===== src/rtl/avalon_mm_regfile_if.sv =====
// Avalon-MM bus bundle for the register file slave.
// master drives address/read/write/writedata/byteenable; slave returns stall and responses.
interface avalon_mm_regfile_if #(
  parameter int ADDR_W = 8,
  parameter int DATA_W = 32
);
  logic [ADDR_W-1:0]   address;
  logic                read;
  logic                write;
  logic [DATA_W-1:0]   writedata;
  logic [DATA_W/8-1:0] byteenable;
  logic                waitrequest;
  logic [DATA_W-1:0]   readdata;
  logic                readdatavalid;
  logic                writeresponsevalid;
  logic [1:0]          response;

  modport master (
    output address, read, write, writedata, byteenable,
    input  waitrequest, readdata, readdatavalid,
    input  writeresponsevalid, response
  );

  modport slave (
    input  address, read, write, writedata, byteenable,
    output waitrequest, readdata, readdatavalid,
    output writeresponsevalid, response
  );
endinterface


===== src/rtl/avalon_mm_regfile_slave.sv =====
// Avalon-MM RW register file with wait states, pipelined responses and RO counters.
// Ports: clk, reset (sync, active-high), bus (slave modport of avalon_mm_regfile_if).
module avalon_mm_regfile_slave #(
  parameter int DATA_W       = 32,
  parameter int ADDR_W       = 8,
  parameter int NUM_REGS     = 16,
  parameter int WAIT_CYCLES  = 2,
  parameter int READ_LATENCY = 2
) (
  input  logic clk,
  input  logic reset,
  avalon_mm_regfile_if.slave bus
);
  localparam int BE_W  = DATA_W / 8;
  localparam int IDX_W = (NUM_REGS > 1) ? $clog2(NUM_REGS) : 1;
  localparam int L     = READ_LATENCY;

  localparam logic [1:0] S_IDLE   = 2'd0;
  localparam logic [1:0] S_WAIT   = 2'd1;
  localparam logic [1:0] S_ACCEPT = 2'd2;

  localparam logic [1:0] OKAY   = 2'b00;
  localparam logic [1:0] SLVERR = 2'b10;

  localparam logic [ADDR_W-1:0] A_XFER = ADDR_W'(NUM_REGS);
  localparam logic [ADDR_W-1:0] A_ERR  = ADDR_W'(NUM_REGS + 1);
  localparam logic [3:0]        WC     = 4'(WAIT_CYCLES);

  logic [1:0]        state, state_nx;
  logic [3:0]        cnt;
  logic              wait_q;
  logic [DATA_W-1:0] regs [NUM_REGS];
  logic [DATA_W-1:0] xfer_count;
  logic [DATA_W-1:0] err_count;

  logic              cmd, acc, both, in_rng, err, do_wr;
  logic [IDX_W-1:0]  idx;
  logic [DATA_W-1:0] rd_val;

  logic              p_rv   [L];
  logic              p_wv   [L];
  logic [1:0]        p_resp [L];
  logic [DATA_W-1:0] p_data [L];

  assign cmd    = bus.read | bus.write;
  assign acc    = (state == S_ACCEPT) && cmd;
  assign both   = bus.read & bus.write;
  assign in_rng = bus.address < A_XFER;
  assign idx    = bus.address[IDX_W-1:0];
  assign do_wr  = acc & bus.write & ~bus.read & in_rng;

  always_comb begin
    state_nx = state;
    case (state)
      S_IDLE:
        if (cmd)
          state_nx = (WC == 4'd0) ? S_ACCEPT : S_WAIT;
      S_WAIT:
        if (!cmd)
          state_nx = S_IDLE;
        else if (cnt == 4'd1)
          state_nx = S_ACCEPT;
      S_ACCEPT:
        state_nx = S_IDLE;
      default:
        state_nx = S_IDLE;
    endcase
  end

  // Read value is taken from the pre-update state of regs/counters.
  always_comb begin
    rd_val = '0;
    err    = 1'b0;
    if (both)
      err = 1'b1;
    else if (bus.write)
      err = ~in_rng;
    else if (in_rng)
      rd_val = regs[idx];
    else if (bus.address == A_XFER)
      rd_val = xfer_count;
    else if (bus.address == A_ERR)
      rd_val = err_count;
    else
      err = 1'b1;
  end

  always_ff @(posedge clk) begin
    if (reset) begin
      state  <= S_IDLE;
      cnt    <= 4'd0;
      wait_q <= 1'b1;
    end else begin
      state  <= state_nx;
      wait_q <= (state_nx != S_ACCEPT);
      if (state == S_IDLE)
        cnt <= WC;
      else if (state == S_WAIT)
        cnt <= cnt - 4'd1;
    end
  end

  always_ff @(posedge clk) begin
    if (reset) begin
      for (int r = 0; r < NUM_REGS; r++)
        regs[r] <= '0;
      xfer_count <= '0;
      err_count  <= '0;
    end else if (acc) begin
      xfer_count <= xfer_count + DATA_W'(1);
      if (err && (err_count != '1))
        err_count <= err_count + DATA_W'(1);
      if (do_wr)
        for (int i = 0; i < BE_W; i++)
          if (bus.byteenable[i])
            regs[idx][8*i +: 8] <= bus.writedata[8*i +: 8];
    end
  end

  // Data only advances behind a read strobe so readdata holds between reads.
  always_ff @(posedge clk) begin
    if (reset) begin
      for (int s = 0; s < L; s++) begin
        p_rv[s]   <= 1'b0;
        p_wv[s]   <= 1'b0;
        p_resp[s] <= OKAY;
        p_data[s] <= '0;
      end
    end else begin
      p_rv[0]   <= acc & bus.read;
      p_wv[0]   <= acc & bus.write;
      p_resp[0] <= (acc && err) ? SLVERR : OKAY;
      if (acc & bus.read)
        p_data[0] <= rd_val;
      for (int s = 1; s < L; s++) begin
        p_rv[s]   <= p_rv[s-1];
        p_wv[s]   <= p_wv[s-1];
        p_resp[s] <= p_resp[s-1];
        if (p_rv[s-1])
          p_data[s] <= p_data[s-1];
      end
    end
  end

  assign bus.waitrequest        = wait_q;
  assign bus.readdatavalid      = p_rv[L-1];
  assign bus.writeresponsevalid = p_wv[L-1];
  assign bus.response           = p_resp[L-1];
  assign bus.readdata           = p_data[L-1];
endmodule


===== src/flat_wrapper.sv =====
// flat-port wrapper written by rule: the top's interface ports become plain ports
module avalon_mm_regfile_slave_flat 
#(
  parameter int DATA_W       = 32,
  parameter int ADDR_W       = 8,
  parameter int NUM_REGS     = 16,
  parameter int WAIT_CYCLES  = 2,
  parameter int READ_LATENCY = 2
)
  (clk, reset, bus_address, bus_read, bus_write, bus_writedata, bus_byteenable, bus_waitrequest, bus_readdata, bus_readdatavalid, bus_writeresponsevalid, bus_response);
  avalon_mm_regfile_if #(.ADDR_W(ADDR_W), .DATA_W(DATA_W)) bus_i ();
  input  logic clk;
  input  logic reset;
  input wire logic [$bits(bus_i.address)-1:0] bus_address;
  input wire logic [$bits(bus_i.read)-1:0] bus_read;
  input wire logic [$bits(bus_i.write)-1:0] bus_write;
  input wire logic [$bits(bus_i.writedata)-1:0] bus_writedata;
  input wire logic [$bits(bus_i.byteenable)-1:0] bus_byteenable;
  output wire logic [$bits(bus_i.waitrequest)-1:0] bus_waitrequest;
  output wire logic [$bits(bus_i.readdata)-1:0] bus_readdata;
  output wire logic [$bits(bus_i.readdatavalid)-1:0] bus_readdatavalid;
  output wire logic [$bits(bus_i.writeresponsevalid)-1:0] bus_writeresponsevalid;
  output wire logic [$bits(bus_i.response)-1:0] bus_response;
  assign bus_i.address = bus_address;
  assign bus_i.read = bus_read;
  assign bus_i.write = bus_write;
  assign bus_i.writedata = bus_writedata;
  assign bus_i.byteenable = bus_byteenable;
  assign bus_waitrequest = bus_i.waitrequest;
  assign bus_readdata = bus_i.readdata;
  assign bus_readdatavalid = bus_i.readdatavalid;
  assign bus_writeresponsevalid = bus_i.writeresponsevalid;
  assign bus_response = bus_i.response;
  avalon_mm_regfile_slave #(.DATA_W(DATA_W), .ADDR_W(ADDR_W), .NUM_REGS(NUM_REGS), .WAIT_CYCLES(WAIT_CYCLES), .READ_LATENCY(READ_LATENCY)) u_core (.clk(clk), .reset(reset), .bus(bus_i));
endmodule

===== config.mk =====
export PLATFORM = sky130hd
export DESIGN_NAME = avalon_mm_regfile_slave_flat
export DESIGN_NICKNAME = d
export VERILOG_FILES = /design/src/rtl/avalon_mm_regfile_if.sv /design/src/rtl/avalon_mm_regfile_slave.sv /design/src/flat_wrapper.sv
export SDC_FILE = /design/constraint.sdc
export NUM_CORES = 1
export LEC_CHECK = 0
export BUFFER_PORTS_ARGS = -buffer_cell sky130_fd_sc_hd__buf_2
export CELL_PAD_IN_SITES_DETAIL_PLACEMENT = 2
export CELL_PAD_IN_SITES_GLOBAL_PLACEMENT = 2
export CORE_MARGIN = 2
export CORE_UTILIZATION = 46
export DETAILED_ROUTE_END_ITERATION = 7
export GPL_ROUTABILITY_DRIVEN = 0
export HOLD_SLACK_MARGIN = 0.1
export PLACE_DENSITY = 0.82
export REMOVE_ABC_BUFFERS = 1
export SLEW_MARGIN = 10
export SYNTH_ARGS = -nofsm -noshare
export SYNTH_HDL_FRONTEND = slang
export SYNTH_SLANG_ARGS = --single-unit

===== constraint.sdc =====
create_clock -name clk -period 3.05 [get_ports clk]
set_clock_uncertainty 0.2 [all_clocks]
set_input_delay 0.1525 -clock clk [delete_from_list [all_inputs] [get_ports clk]]
set_output_delay 0.1525 -clock clk [all_outputs]
set_load 0.03 [all_outputs]

==> results of run 1 <==
through the flow:
stage	TNS [ns]	util, %	power, mW	instance area (µm²)	hold WS, ns
floorplan	-215.54	-	10.7	29500	0.0216
global placement	0	48.4	11.3	31700	0.241
detailed placement	0	48.4	11.4	31700	0.234
CTS	0	52.4	19.9	34300	0.186
global route	0	52.4	20.3	34300	0.245
finish	0	52.4	19.8	34300	0.223
worst max-delay path: stages, from the launching register on:
cell     delay, ns
dfxtp_1       0.40
nor3b_1       0.38
and4b_1       0.27
buf_4         0.21
nand2_2       0.33
nor2_1        0.49
or2_2         0.32
per-layer routing:
layer / vias to the layer above / GRT usage, % / wire [µm]
met1: 10200 / 37.8 / 40200
met3: 166 / 4.15 / 4930
met4: 0 / 9.95 / 3070
met2: 559 / 50.4 / 49600
met5: - / 0 / 0
li1: 8202 / - / -
cell type report:
cell class / instances / share of cell area (%)
inverters: 9 / 0.0984
well taps: 864 / 3.15
clock buffers: 98 / 5.77
flip-flops and latches: 653 / 54.9
multi-input cells: 1329 / 31.0
clock inverters: 28 / 0.733
repair buffers: 198 / 4.42
timing repair:
item,CTS,global route
hold buffers,37,0
endpoints found under the setup margin,0,8
endpoints found under the hold margin,546,0
gates resized for setup,0,1
state kept, by name (all words and copies together), names as in the netlist:
register	flops
u_core.bus.waitrequest	1
u_core.cnt	4
u_core.err_count	32
u_core.p_data	64
u_core.p_resp	2
u_core.p_rv	2
u_core.p_wv	2
u_core.regs	512
u_core.state	2
u_core.xfer_count	32
where the power goes:
group,internal [mW],switching (mW),leakage (nW),total [mW]
registers,9.97,0.129,6.54,10.1
clock network,4.95,3.59,1.09,8.54
logic,0.418,0.753,4.61,1.17
logic make-up (layout without fill, tap and decap cells):
group / after synthesis / count (layout)
AND/OR/NAND/NOR: 953 / 953
flip-flops: 653 / 653
AO/OA/AOI/OAI: 184 / 184
buffers and inverters: 173 / 333
multiplexers: 172 / 172
XOR/XNOR: 15 / 15
adder cells (fa/ha/maj): 4 / 4
other: 1 / 1
Yosys cell counts (9+ instances only):
master,instances
or3_1,10
nor2b_1,54
nor4_1,9
buf_2,28
edfxtp_1,576
a21oi_1,42
inv_1,9
nand4_1,17
nand2_1,45
nor3_1,9
a2111oi_0,31
clkbuf_1,90
o31ai_1,28
or2_2,67
nand3_1,29
nor2_1,71
and2_1,551
a211oi_1,31
mux2i_1,32
or4_1,28
nor2_2,38
a221oi_1,32
buf_4,40
mux4_2,128
o21ai_0,12
dfxtp_1,77
xor2_1,11
worst paths after layout:
check	start	to	cells after the start
setup / recovery	u_core.state[0]$_SDFF_PP0_	u_core.regs[4][1]$_SDFFCE_PN0P_	6
hold / removal	bus_address[4]	u_core.p_data[0][9]$_SDFFCE_PP0P_	4
setup reg to reg	u_core.state[0]$_SDFF_PP0_	u_core.regs[4][1]$_SDFFCE_PN0P_	6
hold reg to reg	u_core.p_wv[0][0]$_SDFF_PP0_	u_core.p_wv[0][1]$_SDFF_PP0_	1
==> run_results.csv, run 1 <==
group,metric,value,unit
place,pre_cts_ws,0.163,ns
synthesis,synth_top_cell_area_share,57.1,%
grt,grt_pass1_wl,144,mm
sta,slew_headroom,34.9,%
synthesis,yosys.area.top_type,"edfxtp_1",
route,dr.pass1.iters,5,
clocking,clk_latency,0.61,ns
sta,worstMarginPinSlew,0.974,ns
sta,maxSlewViolCount,0,
power,p_leak,12.2,nW
clocking,h-tree-depth,3,
sta,grt_setup_unrepaired,"no",
synthesis,synth.distinct_cells,55,
sta,hold_viol,0,
grt,antenna_found_initial,3,
synthesis,yosys_register_bits,653,
synthesis,netlist_instances,2155,
synthesis,yosys-top-cells-area,"edfxtp_1, and2_1, mux4_2",
grt,grt.total_usage,29.2,%
finish,final_cell_mix,"edfxtp_1, and2_1, mux4_2",
clocking,tritoncts,"done",
floorplanning,placementRows,94,
grt,grt_pass1_vias,20800,
place,placed_cells,3016,
route,routed_wirelength,97.8,mm
sta,fin_crit,2.92,ns
worst_setup_path,worstPathRequired,3.15,ns
synthesis,yosysSeqAreaShare,62.2,%
sta,clock.fmax,0.342,GHz
worst_setup_path,rrSetupSlack,0.13,ns
worst_setup_path,end_kind,"flip-flop",
synthesis,synth.avg_cell_area,14.1,µm²
worst_setup_path,critPathArrivalTime,3.02,ns
clocking,cts_sinks,653,
sta,fin_ws,0.129,ns
floorplanning,start_util,46.2,%
floorplanning,die_width,261,µm
route,ant_nets,0,
grt,overflow,0,
synthesis,synth_fa_ha_area_share,0.165,%
floorplanning,dieHeight,261,µm
clocking,clock_path_buffers,3,
clocking,post-cts-setup-buffers,0,
clocking,root_buffer,"clkbuf_16",
grt,grt_max_degree,129,
sta,finalCritPeriodShare,95.8,%
synthesis,synthFlopType,"edfxtp_1",
finish,fill_cells,5910,
finish,syn_to_final_growth,13.3,%
synthesis,synth-compound-area-share,4.43,%
finish,insertedDiodeCount,0,
job,drv_cap,0,
synthesis,synth-simple-area-share,18.9,%
sta,report.final.setup_viol,0,
power,p_per_area,577,mW/mm²
route,vias_per_cell,6.00,
synthesis,synth_top_family_by_area,"simple AND/OR/NAND/NOR gates",
synthesis,synthXorXnorAreaFrac,0.434,%
hold_path,holdCritPathClass,"primary input to flip-flop",
synthesis,syn_area,0.0303,mm²
synthesis,synth_edf_count,576,
finish,drive_gt1_share,22.2,%
floorplanning,io_pins,85,
worst_setup_path,cp-start-kind,"flip-flop",
floorplanning,dieArea,0.0679,mm²
place,io_buffer_count,83,
route,vias,19100,
route,routedWlPerCell,30.8,µm
power,ir_drop,279,µV
synthesis,async_flop_share,0,%
route,drc_errors,0,
clocking,clk_pin_slew,0.06,ns
finish,final_cells,3179,
run_status,outcome,"complete, no violations",
place,dp_hpwl,65.1,mm
worst_setup_path,crit_type,"flip-flop to flip-flop",
finish,nNetsFinal,2315,
finish,multi_input_area,0.0106,mm²
synthesis,ys_warn_count,0,
floorplanning,core-area,0.0655,mm²
worst_setup_path,worstPathMaxFanout,16,
finish,regArea,0.0188,mm²
route,drt_iter0_drc,1507,
clocking,cts_buffers,72,
synthesis,synth_mux_area_share,11.0,%
finish,layout_commonest_cell,"edfxtp_1",
No activity file was read; power rests on OpenSTA's default activity.
==> run 2: changes to the inputs <==
--- a/config.mk
+++ b/config.mk
@@ -9,12 +9,13 @@
 export CELL_PAD_IN_SITES_DETAIL_PLACEMENT = 2
 export CELL_PAD_IN_SITES_GLOBAL_PLACEMENT = 2
 export CORE_MARGIN = 2
-export CORE_UTILIZATION = 46
+export CORE_UTILIZATION = 49
 export DETAILED_ROUTE_END_ITERATION = 7
 export GPL_ROUTABILITY_DRIVEN = 0
 export HOLD_SLACK_MARGIN = 0.1
-export PLACE_DENSITY = 0.82
+export PLACE_DENSITY = 0.87
 export REMOVE_ABC_BUFFERS = 1
+export SETUP_SLACK_MARGIN = 0.5
 export SLEW_MARGIN = 10
 export SYNTH_ARGS = -nofsm -noshare
 export SYNTH_HDL_FRONTEND = slang
==> constraint.sdc (replaced) <==
create_clock -name clk -period 3.75 [get_ports clk]
set_clock_uncertainty 0.2 [all_clocks]
set_input_delay 0.1875 -clock clk [delete_from_list [all_inputs] [get_ports clk]]
set_output_delay 0.1875 -clock clk [all_outputs]
set_load 0.03 [all_outputs]
==> run 2 against run 1 <==
Flip-flop and latch count unchanged; power fell by 18%; clock power down 17%; first-iteration DRC count increased by 23%; die area shrank 6.0%; cell area fell by 1.1%; non-clock buffer count decreased by 38; utilization increased by 2.9 points; via count up 3.5%; sequential share of layout area up 0.58 points; largest power group unchanged.
==> run_results.csv, run 2 (synthesis results as in run 1) <==
group,metric,value,unit
finish,final_cells,3070,
worst_setup_path,rrSetupSlack,0.46,ns
hold_path,whs_path_depth,3,
floorplanning,placementRows,91,
worst_setup_path,critPathArrivalTime,3.40,ns
clocking,h-tree-depth,3,
worst_setup_path,crit_type,"flip-flop to flip-flop",
finish,final_cell_mix,"edfxtp_1, and2_1, mux4_2",
sta,hold_viol,0,
power,power.internal,12.5,mW
route,routedWlPerCell,34.5,µm
finish,nNetsFinal,2277,
sta,setup_tns,0,ns
place,dp_hpwl,66.8,mm
worst_setup_path,worstPathRequired,3.86,ns
power,power_frac_clock,43.7,%
sta,fin_crit,3.29,ns
finish,top_regs,"u_core.regs (512), u_core.p_data (64)",
finish,insertedDiodeCount,0,
hold_path,holdCritPathClass,"primary input to flip-flop",
clocking,tritoncts,"done",
floorplanning,dieHeight,253,µm
sta,report.final.setup_viol,0,
route,vias,19800,
route,ant_nets,0,
power,p_switching,3.83,mW
sta,fin_ws,0.455,ns
route,drc_errors,0,
power,p_leak,12.0,nW
sta,finalCritPeriodShare,87.9,%
route,vias_per_cell,6.43,
sta,slew_headroom,29.0,%
floorplanning,die_width,253,µm
sta,clock.fmax,0.304,GHz
worst_setup_path,end_kind,"flip-flop",
power,p_total,16.3,mW
sta,grt_setup_unrepaired,"yes",
clocking,cts_buffers,72,
worst_setup_path,worst-r2r-cell-count,5,
grt,grt_pass1_vias,21400,
floorplanning,io_pins,85,
floorplanning,start_util,49.4,%
power,p_comb_share,5.8,%
route,routed_wirelength,106,mm
worst_setup_path,worstReg2RegStart,"u_core.state[1]$_SDFF_PP0_",
clocking,clk_latency,0.63,ns
job,drv_cap,0,
place,pre_cts_ws,0.313,ns
grt,antenna_found_initial,3,
route,dr.pass1.iters,5,
place,io_buffer_count,83,
sta,worstMarginPinSlew,1.07,ns
finish,layout_commonest_cell,"edfxtp_1",
hold_path,hp-start,"bus_address[3]",
sta,maxSlewViolCount,0,
power,p_per_area,480,mW/mm²
power,seq_power_share,50.5,%
clocking,clock_path_buffers,3,
clocking,clk_pin_slew,0.06,ns
grt,grt_pass1_wl,156,mm
worst_setup_path,worstPathMaxFanout,16,
grt,grt_max_degree,129,
finish,largest_reg_flops,512,
floorplanning,dieArea,0.0638,mm²
worst_setup_path,r2r-end,"u_core.regs[10][11]$_SDFFCE_PN0P_",
power,ir_drop,381,µV
grt,overflow,0,
clocking,cts_sinks,653,
route,drt_iter0_drc,1850,
finish,final_core_util,55.4,%
finish,fill_cells,5471,
worst_setup_path,cp-start-kind,"flip-flop",
finish,drive_gt1_share,21.6,%
finish,syn_to_final_growth,12.1,%
clocking,root_buffer,"clkbuf_16",
run_status,outcome,"complete, no violations",
power,switching_share,23.5,%
finish,top_register,"u_core.regs",
hold_path,min_to,"u_core.p_data[0][8]$_SDFFCE_PP0P_",
grt,grt.total_usage,33.8,%
place,placed_cells,2904,
floorplanning,core-area,0.0614,mm²
==> run 2: through the flow <==
stage          hold slack, ns  area, µm²
3_3_place_gp            0.230      31300
3_5_place_dp            0.237      31300
5_1_grt                 0.221      34000
6_report                0.174      34000
4_1_cts                 0.147      33900
2_1_floorplan          0.0566      29500
==> run 2: worst max-delay path: stages, from the launching register on <==
cell and delay, ns:
dfxtp_1 0.53, nor3b_1 0.45, and4b_2 0.54, nand2_2 0.47, nor2_2 0.45, or2_2 0.34
==> run 2: per-layer routing <==
| layer | GRT usage [%] | part of all wire [%] | vias to the layer above |
|---|---|---|---|
| met5 | 0 | 0.020 | - |
| met4 | 15.0 | 4.8 | 4 |
| met3 | 5.73 | 5.6 | 245 |
| met2 | 57.7 | 50 | 832 |
| met1 | 42.6 | 39 | 10500 |
| li1 | - | - | 8127 |
==> run 2: what timing repair did <==
action / in CTS / in global routing
setup endpoints to repair: 237 / 262
gates resized for setup: 3 / 20
hold buffers: 37 / 0
endpoints found under the hold margin: 535 / 0
buffers inserted: 0 / 0
pin swaps: 0 / 0
gates cloned: 0 / 0
==> run 2: power groups by stage <==
| stage | sequential [mW] | combinational [mW] | clock, mW |
|---|---|---|---|
| 3_5_place_dp | 8.37 | 0.894 | 0 |
| 6_report | 8.23 | 0.951 | 7.12 |
| 3_3_place_gp | 8.34 | 0.839 | 0 |
| 5_1_grt | 8.24 | 0.995 | 7.37 |
| 2_1_floorplan | 8.32 | 0.403 | 0 |
| 4_1_cts | 8.23 | 0.948 | 7.17 |
==> run 2: area by class of cell <==
type / count / area, µm² / share of cell area [%]
clock inverters: 38 / 303 / 0.891
well taps: 790 / 988 / 2.91
repair buffers: 160 / 1160 / 3.40
flip-flops and latches: 653 / 18800 / 55.5
clock buffers: 91 / 1960 / 5.76
inverters: 9 / 33.8 / 0.0995
multi-input cells: 1329 / 10700 / 31.5
==> run 2: worst max path at each step <==
| stage | cells past startpoint | end | startpoint |
|---|---|---|---|
| 2_1_floorplan | 5 | u_core.regs[10][24]$_SDFFCE_PN0P_ | bus_address[6] |
| 3_3_place_gp | 5 | u_core.regs[10][15]$_SDFFCE_PN0P_ | u_core.state[1]$_SDFF_PP0_ |
| 3_5_place_dp | 5 | u_core.regs[10][15]$_SDFFCE_PN0P_ | u_core.state[1]$_SDFF_PP0_ |
| 4_1_cts | 6 | u_core.regs[4][28]$_SDFFCE_PN0P_ | u_core.state[1]$_SDFF_PP0_ |
| 5_1_grt | 5 | u_core.regs[8][2]$_SDFFCE_PN0P_ | u_core.state[1]$_SDFF_PP0_ |
| 6_report | 5 | u_core.regs[10][11]$_SDFFCE_PN0P_ | u_core.state[1]$_SDFF_PP0_ |
